===== config.mk =====
export PLATFORM = sky130hd
export DESIGN_NAME = pa_clic_arb_seq
export DESIGN_NICKNAME = d
export VERILOG_FILES = /design/src/rtl/pa_clic_arb_seq.sv
export SDC_FILE = /design/constraint.sdc
export NUM_CORES = 1
export LEC_CHECK = 0
export ABC_AREA = 1
export CORE_AREA = 2 2 162 164
export DETAILED_ROUTE_END_ITERATION = 16
export DIE_AREA = 0 0 164 166
export SLEW_MARGIN = 10
export SYNTH_ARGS = -nofsm -noshare
export SYNTH_HDL_FRONTEND = slang
export SYNTH_SLANG_ARGS = --single-unit

===== constraint.sdc =====
create_clock -name forever_cpuclk -period 25.1 [get_ports forever_cpuclk]
set_clock_uncertainty 0.05 [all_clocks]
set_input_delay 3.765 -clock forever_cpuclk [delete_from_list [all_inputs] [get_ports forever_cpuclk]]
set_output_delay 3.765 -clock forever_cpuclk [all_outputs]
set_load 0.01 [all_outputs]

===== src/rtl/pa_clic_arb_seq.sv =====
// pa_clic_arb_seq: sweeping CLIC pending-interrupt arbiter, compares GRP_SIZE sources per cycle against a running best.
// Latency: one IDLE->SCAN edge, then NGRP edges per sweep (only non-empty groups with CLIC_ARB_SEQ_SKIP_EN defined).
// Backpressure: none; the published winner is held until the next sweep end, and ctrl ack/flush clears it.
module pa_clic_arb_seq #(
  parameter int INT_NUM  = 64,
  parameter int CTLBITS  = 3,
  parameter int GRP_SIZE = 16,
  parameter int ID_WIDTH = 12
) (
  input  logic                             forever_cpuclk,
  input  logic                             cpurst,
  input  logic [INT_NUM-1:0]               kid_arb_int_req,
  input  logic [INT_NUM-1:0]               kid_arb_int_hv,
  input  logic [(CTLBITS+1)*INT_NUM-1:0]   kid_arb_int_all_vec,
  input  logic [CTLBITS-1:0]               ctrl_xx_int_lv_or_mask,
  input  logic                             ctrl_arb_int_ack,
  input  logic                             ctrl_arb_flush,
  output logic                             arb_ctrl_int_vld,
  output logic [ID_WIDTH-1:0]              arb_ctrl_int_id,
  output logic                             arb_ctrl_int_hv,
  output logic                             arb_ctrl_int_mode,
  output logic [7:0]                       arb_ctrl_int_il,
  output logic                             arb_ctrl_int_req_raw
);

  localparam int PRIO_WIDTH = CTLBITS + 1;
  localparam int NGRP       = INT_NUM / GRP_SIZE;
  localparam int GRP_W      = $clog2(NGRP);

  typedef enum logic {IDLE, SCAN} state_t;

  state_t                  state, state_nxt;
  logic [GRP_W-1:0]        grp_ptr, grp_ptr_nxt;
  logic                    best_vld, best_vld_nxt;
  logic [PRIO_WIDTH-1:0]   best_prio, best_prio_nxt;
  logic [ID_WIDTH-1:0]     best_id, best_id_nxt;
  logic                    best_hv, best_hv_nxt;

  logic                    out_vld_nxt;
  logic [ID_WIDTH-1:0]     out_id_nxt;
  logic                    out_hv_nxt;
  logic                    out_mode_nxt;
  logic [7:0]              out_il_nxt;

  // Per-group views of the flat source vectors, indexed by grp_ptr.
  logic [GRP_SIZE-1:0]                  grp_req [NGRP];
  logic [GRP_SIZE-1:0]                  grp_hvs [NGRP];
  logic [GRP_SIZE-1:0][PRIO_WIDTH-1:0]  grp_prv [NGRP];

  for (genvar g = 0; g < NGRP; g++) begin : g_split
    assign grp_req[g] = kid_arb_int_req[g*GRP_SIZE +: GRP_SIZE];
    assign grp_hvs[g] = kid_arb_int_hv[g*GRP_SIZE +: GRP_SIZE];
    assign grp_prv[g] = kid_arb_int_all_vec[g*GRP_SIZE*PRIO_WIDTH +: GRP_SIZE*PRIO_WIDTH];
  end

  logic [GRP_SIZE-1:0]                  cur_req;
  logic [GRP_SIZE-1:0]                  cur_hv;
  logic [GRP_SIZE-1:0][PRIO_WIDTH-1:0]  cur_prio;

  assign cur_req  = grp_req[grp_ptr];
  assign cur_hv   = grp_hvs[grp_ptr];
  assign cur_prio = grp_prv[grp_ptr];

  assign arb_ctrl_int_req_raw = |kid_arb_int_req;

  // Sweep sequencing: where a sweep starts, where it steps next, and whether this cycle ends it.
  logic [GRP_W-1:0] start_grp;
  logic [GRP_W-1:0] step_grp;
  logic             sweep_end;

`ifdef CLIC_ARB_SEQ_SKIP_EN
  logic [NGRP-1:0]  grp_any;
  logic [GRP_W-1:0] first_grp;
  logic [GRP_W-1:0] nxt_grp;
  logic             nxt_found;

  for (genvar g = 0; g < NGRP; g++) begin : g_any
    assign grp_any[g] = |grp_req[g];
  end

  // Lowest non-empty group overall and lowest non-empty group above the current pointer.
  always_comb begin
    first_grp = '0;
    nxt_grp   = '0;
    nxt_found = 1'b0;
    for (int g = NGRP - 1; g >= 0; g--) begin
      if (grp_any[g]) begin
        first_grp = GRP_W'(g);
      end
      if (grp_any[g] && (GRP_W'(g) > grp_ptr)) begin
        nxt_grp   = GRP_W'(g);
        nxt_found = 1'b1;
      end
    end
  end

  assign start_grp = first_grp;
  assign step_grp  = nxt_grp;
  assign sweep_end = !nxt_found;
`else
  assign start_grp = '0;
  assign step_grp  = grp_ptr + 1'b1;
  assign sweep_end = (grp_ptr == GRP_W'(NGRP - 1));
`endif

  logic                  grp_vld;
  logic [PRIO_WIDTH-1:0] grp_prio;
  logic [ID_WIDTH-1:0]   grp_loc;
  logic                  grp_hv;
  logic                  mrg_vld;
  logic [PRIO_WIDTH-1:0] mrg_prio;
  logic [ID_WIDTH-1:0]   mrg_id;
  logic                  mrg_hv;
  logic [7:0]            mrg_il;

  // Pick the group winner (strict > keeps the lowest index on ties), then merge with the running best.
  always_comb begin
    grp_vld  = 1'b0;
    grp_prio = '0;
    grp_loc  = '0;
    grp_hv   = 1'b0;
    for (int j = 0; j < GRP_SIZE; j++) begin
      if (cur_req[j] && (!grp_vld || (cur_prio[j] > grp_prio))) begin
        grp_vld  = 1'b1;
        grp_prio = cur_prio[j];
        grp_loc  = ID_WIDTH'(j);
        grp_hv   = cur_hv[j];
      end
    end
    // The running best always holds lower ids, so it keeps ties.
    if (grp_vld && (!best_vld || (grp_prio > best_prio))) begin
      mrg_vld  = 1'b1;
      mrg_prio = grp_prio;
      mrg_id   = ID_WIDTH'(grp_ptr) * ID_WIDTH'(GRP_SIZE) + grp_loc;
      mrg_hv   = grp_hv;
    end else begin
      mrg_vld  = best_vld;
      mrg_prio = best_prio;
      mrg_id   = best_id;
      mrg_hv   = best_hv;
    end
    mrg_il = mrg_vld ? ((8'(mrg_prio[CTLBITS-1:0] | ctrl_xx_int_lv_or_mask) << (8 - CTLBITS))
                        | (8'hFF >> CTLBITS))
                     : 8'h00;
  end

  // Next state: req drop beats ack/flush, which beats publishing at sweep end.
  always_comb begin
    state_nxt     = state;
    grp_ptr_nxt   = grp_ptr;
    best_vld_nxt  = best_vld;
    best_prio_nxt = best_prio;
    best_id_nxt   = best_id;
    best_hv_nxt   = best_hv;
    out_vld_nxt   = arb_ctrl_int_vld;
    out_id_nxt    = arb_ctrl_int_id;
    out_hv_nxt    = arb_ctrl_int_hv;
    out_mode_nxt  = arb_ctrl_int_mode;
    out_il_nxt    = arb_ctrl_int_il;
    case (state)
      IDLE: begin
        if (arb_ctrl_int_req_raw) begin
          state_nxt     = SCAN;
          grp_ptr_nxt   = start_grp;
          best_vld_nxt  = 1'b0;
          best_prio_nxt = '0;
          best_id_nxt   = '0;
          best_hv_nxt   = 1'b0;
        end
      end
      SCAN: begin
        if (!arb_ctrl_int_req_raw || ctrl_arb_int_ack || ctrl_arb_flush || sweep_end) begin
          state_nxt     = arb_ctrl_int_req_raw ? SCAN : IDLE;
          grp_ptr_nxt   = arb_ctrl_int_req_raw ? start_grp : '0;
          best_vld_nxt  = 1'b0;
          best_prio_nxt = '0;
          best_id_nxt   = '0;
          best_hv_nxt   = 1'b0;
          if (!arb_ctrl_int_req_raw || ctrl_arb_int_ack || ctrl_arb_flush) begin
            out_vld_nxt  = 1'b0;
            out_id_nxt   = '0;
            out_hv_nxt   = 1'b0;
            out_mode_nxt = 1'b0;
            out_il_nxt   = 8'h00;
          end else begin
            out_vld_nxt  = mrg_vld;
            out_id_nxt   = mrg_vld ? mrg_id : '0;
            out_hv_nxt   = mrg_vld & mrg_hv;
            out_mode_nxt = mrg_vld & mrg_prio[CTLBITS];
            out_il_nxt   = mrg_il;
          end
        end else begin
          grp_ptr_nxt   = step_grp;
          best_vld_nxt  = mrg_vld;
          best_prio_nxt = mrg_prio;
          best_id_nxt   = mrg_id;
          best_hv_nxt   = mrg_hv;
        end
      end
      default: begin
        state_nxt   = IDLE;
        grp_ptr_nxt = '0;
      end
    endcase
  end

  // State, running best and published outputs.
  always_ff @(posedge forever_cpuclk or posedge cpurst) begin
    if (cpurst) begin
      state             <= IDLE;
      grp_ptr           <= '0;
      best_vld          <= 1'b0;
      best_prio         <= '0;
      best_id           <= '0;
      best_hv           <= 1'b0;
      arb_ctrl_int_vld  <= 1'b0;
      arb_ctrl_int_id   <= '0;
      arb_ctrl_int_hv   <= 1'b0;
      arb_ctrl_int_mode <= 1'b0;
      arb_ctrl_int_il   <= 8'h00;
    end else begin
      state             <= state_nxt;
      grp_ptr           <= grp_ptr_nxt;
      best_vld          <= best_vld_nxt;
      best_prio         <= best_prio_nxt;
      best_id           <= best_id_nxt;
      best_hv           <= best_hv_nxt;
      arb_ctrl_int_vld  <= out_vld_nxt;
      arb_ctrl_int_id   <= out_id_nxt;
      arb_ctrl_int_hv   <= out_hv_nxt;
      arb_ctrl_int_mode <= out_mode_nxt;
      arb_ctrl_int_il   <= out_il_nxt;
    end
  end

endmodule

==> results_dict.tcl <==
set metrics [dict create \
    outcome "completed" \
    achievable-frequency_mhz 42.5 \
    wl_per_cell_um 17.4 \
    area_growth_pct 63.8 \
    synth.avg_cell_area_um2 5.71 \
    setup_violations 0 \
    regToRegSetupSlack_ns 4.32 \
    numClockSinks 39 \
    ys_ff_latch 39 \
    critical_path.n_buffers_inverters 15 \
    floorplan.initialDensity 0.298 \
    finalHoldViolations 0 \
    worstHoldStart "arb_ctrl_int_il[7]" \
    cts-hold-fix-buffers 0 \
    postSynthNetCount 1793 \
    cts_max_path_buffers 2 \
    timing_worst_slew_pin_value_ns 1.08 \
    path_class "in -> reg" \
    crit_arrival_ns 23.62 \
    synth_flop_cell "sky130_fd_sc_hd__dfrtp_1" \
    synth.yosys.warnings 0 \
    fin_nets 2171 \
    dr.pass1.iters 5 \
    wirelength_um 35600 \
    grt_antenna_before_repair 0 \
    postRouteAntennaNets 0 \
    route.detailed.vias_per_inst 5.15 \
    synth-edff-count 0 \
    floorplan.die_area_um2 27200 \
    setup_total_negative_slack_ns 0 \
    cts_root_buf "sky130_fd_sc_hd__clkbuf_16" \
    post-synth-top-area-fraction 0.195 \
    clock_slew_seen_by_the_registers_of_the_worst_setup_and_hold_paths_ns 0.06 \
    floorplan.core_area_um2 25600 \
    number_of_max_capacitance_violations_reported 0 \
    die_h_um 166 \
    ctsHtreeMaxLevel 2 \
    postSynthCellCount 1337 \
    synth_cell_type_count 40 \
    io_pins 415 \
    fraction_of_the_cycle_the_final_worst_path_needs 0.937 \
    min-delay-path-class "reg -> reg" \
    final-max-slew-violation-count 0 \
    async_flop_share 1.00 \
    routabilityCongestion 0.927 \
    critical-path-max-stage-delay_ns 0.48 \
    cts-buffers-inserted 5 \
    placementRows 59 \
    grt_overflow 0 \
    synth_area_um2 7630 \
    min_delay_path_depth 2 \
    hold-path-endpoint "arb_ctrl_int_il[7]" \
    cp-start-kind "primary input" \
    dpl.hpwl_um 29700 \
    crit_path_end_kind "register" \
    cp_top_family "simple AND/OR/NAND/NOR gates" \
    yosysSeqAreaShare 0.128 \
    placement.io_buffers 414 \
    detail_route.iter0.violations 758 \
    final_period_minus_worst_setup_slack_ns 23.51 \
    chipWidth_um 164 \
    path_common_cell "sky130_fd_sc_hd__nand2_1" \
    grtUsageTotal 0.247 \
    grt_first_pass_wirelength_um 53100 \
    first_global_vias 10000 \
    critical_path.reg2reg.endpoint "arb_ctrl_int_id[3]" \
    grt_start_max_net_pins 106 \
    max-slew-margin-rel 0.273 \
    yosysTopAreaCell "sky130_fd_sc_hd__nand2_1" \
    crit_path_max_fanout 10 \
    critical_path.reg2reg.startpoint "grp_ptr[0]" \
    cts_tree "done" \
    cell_with_the_largest_stage_delay_on_the_worst_path "sky130_fd_sc_hd__clkdlybuf4s50_1" \
    synth.area.top_cells "sky130_fd_sc_hd__nand2_1 20%, sky130_fd_sc_hd__dfrtp_1 13%, sky130_fd_sc_hd__ha_1 11%" \
    via_count 10600 \
    worstSkewPairLatency_ns 0.28 \
    worst_r2r_path_depth 161 \
    post_route_cells_drive_above_1_share 0.0973 \
    worst-endpoint-required_ns 25.22 \
    drcViolationCount 0 \
]
==> cells by family (layout without fill, tap and decap cells) <==
kind of cell / count (synthesis) / after routing / synth area share
and+or+nand+nor: 746 / 748 / 0.424
other: 0 / 1 / 0
DFF: 39 / 39 / 0.128
AOI/OAI and AO/OA: 300 / 301 / 0.240
adders and majority gates: 65 / 65 / 0.107
buffers and inverters: 187 / 563 / 0.102
==> registers in the layout (all words and copies together) (netlist names) <==
name	cells
grp_ptr	2
arb_ctrl_int_il	4
best_id	12
state	1
arb_ctrl_int_id	12
best_vld	1
arb_ctrl_int_mode	1
best_prio	4
arb_ctrl_int_hv	1
best_hv	1
==> cells in the final DEF, fill, tap and decap left out, drive strengths merged <==
| cell | netlist | final |
|---|---|---|
| clkdlybuf4s50 | 0 | 414 |
| nand2 | 399 | 401 |
| nor2 | 132 | 132 |
| o21ai | 118 | 118 |
| inv | 110 | 111 |
| nand3 | 95 | 95 |
| or2 | 76 | 76 |
| a21oi | 72 | 72 |
| ha | 65 | 65 |
| dfrtp | 39 | 39 |
| o22ai | 31 | 31 |
| buf | 45 | 29 |
| a32oi | 26 | 26 |
| a32o | 23 | 23 |
| and2 | 17 | 17 |
| nor4 | 16 | 16 |
| o21bai | 10 | 10 |
| nand4 | 6 | 6 |
| a22oi | 6 | 6 |
| o31ai | 6 | 6 |
| clkbuf | 30 | 6 |
| o211ai | 3 | 3 |
| nor3 | 3 | 3 |
| or4 | 2 | 2 |
| o221ai | 2 | 2 |
| clkinv | 2 | 2 |
| o21a | 1 | 2 |
| diode | 0 | 1 |
| a21boi | 1 | 1 |
| a31oi | 1 | 1 |
| bufinv | 0 | 1 |
==> cells in the mapped netlist, types with 7 or more instances <==
| cell | instances |
|---|---|
| sky130_fd_sc_hd__inv_1 | 108 |
| sky130_fd_sc_hd__ha_1 | 65 |
| sky130_fd_sc_hd__nand3_1 | 94 |
| sky130_fd_sc_hd__o21ai_0 | 104 |
| sky130_fd_sc_hd__nor2_1 | 131 |
| sky130_fd_sc_hd__and2_1 | 17 |
| sky130_fd_sc_hd__o21ai_1 | 14 |
| sky130_fd_sc_hd__a21oi_1 | 72 |
| sky130_fd_sc_hd__nand2_1 | 397 |
| sky130_fd_sc_hd__buf_2 | 28 |
| sky130_fd_sc_hd__nor4_1 | 16 |
| sky130_fd_sc_hd__or2_2 | 68 |
| sky130_fd_sc_hd__a32oi_1 | 26 |
| sky130_fd_sc_hd__or2_1 | 7 |
| sky130_fd_sc_hd__dfrtp_1 | 39 |
| sky130_fd_sc_hd__o22ai_1 | 31 |
| sky130_fd_sc_hd__a32o_1 | 23 |
| sky130_fd_sc_hd__buf_1 | 9 |
| sky130_fd_sc_hd__o21bai_1 | 10 |
| sky130_fd_sc_hd__clkbuf_1 | 30 |
==> tightest hold or removal path, cell delays in order (launching register included) <==
cell and delay, ns:
sky130_fd_sc_hd__dfrtp_1 0.34, sky130_fd_sc_hd__nand2_1 0.05, sky130_fd_sc_hd__nand2_1 0.05
==> layout make-up <==
type                    instances  area (um2)
fillers                      2676       13100
multi-input cells            1114        6100
repair buffers                443        4360
flip-flops and latches         39         981
inverters                     112         454
well taps                     335         419
clock buffers                   6         139
clock inverters                 2        38.8
diodes                          1        2.50
==> layer usage <==
layer | vias up | part of all wire | track usage
met2 | 396 | 0.49 | 0.436
met5 | - | 0 | 0
met3 | 37 | 0.067 | 0.0367
met1 | 4854 | 0.43 | 0.318
met4 | 0 | 0.017 | 0.0465
li1 | 5278 | - | -
==> through the flow <==
stage	cells	cell area (um2)	utilization	setup WS, ns	hold slack [ns]
floorplan	1337	7630	-	3.25	0.391
global placement	2021	11900	0.465	0.0630	0.405
detailed placement	2021	11900	0.465	-0.704	0.413
CTS	2029	12100	0.473	0.100	0.429
global route	2051	12500	0.488	-0.149	0.458
finish	2052	12500	0.488	1.59	0.428
==> repair_timing <==
| item | CTS | global route |
|---|---|---|
| endpoints found under the setup margin | 24 | 34 |
| pin swaps | 0 | 10 |
| cloned | 0 | 3 |
| gates resized for setup | 3 | 81 |
| buffers inserted | 0 | 19 |
| hold endpoints to repair | 0 | 0 |
==> worst max-delay path by stage <==
stage | start | to | cells past startpoint
finish | kid_arb_int_req[32] | arb_ctrl_int_id[3] | 161
global route | kid_arb_int_req[0] | arb_ctrl_int_id[3] | 168
CTS | kid_arb_int_req[32] | best_id[8] | 165
detailed placement | kid_arb_int_req[0] | best_id[10] | 168
global placement | kid_arb_int_req[0] | best_id[11] | 167
floorplan | kid_arb_int_req[16] | best_id[10] | 169
Power is left out: the tool's default activity adds up to more than one toggle a clock period on the data nets, which glitch-free logic cannot reach.
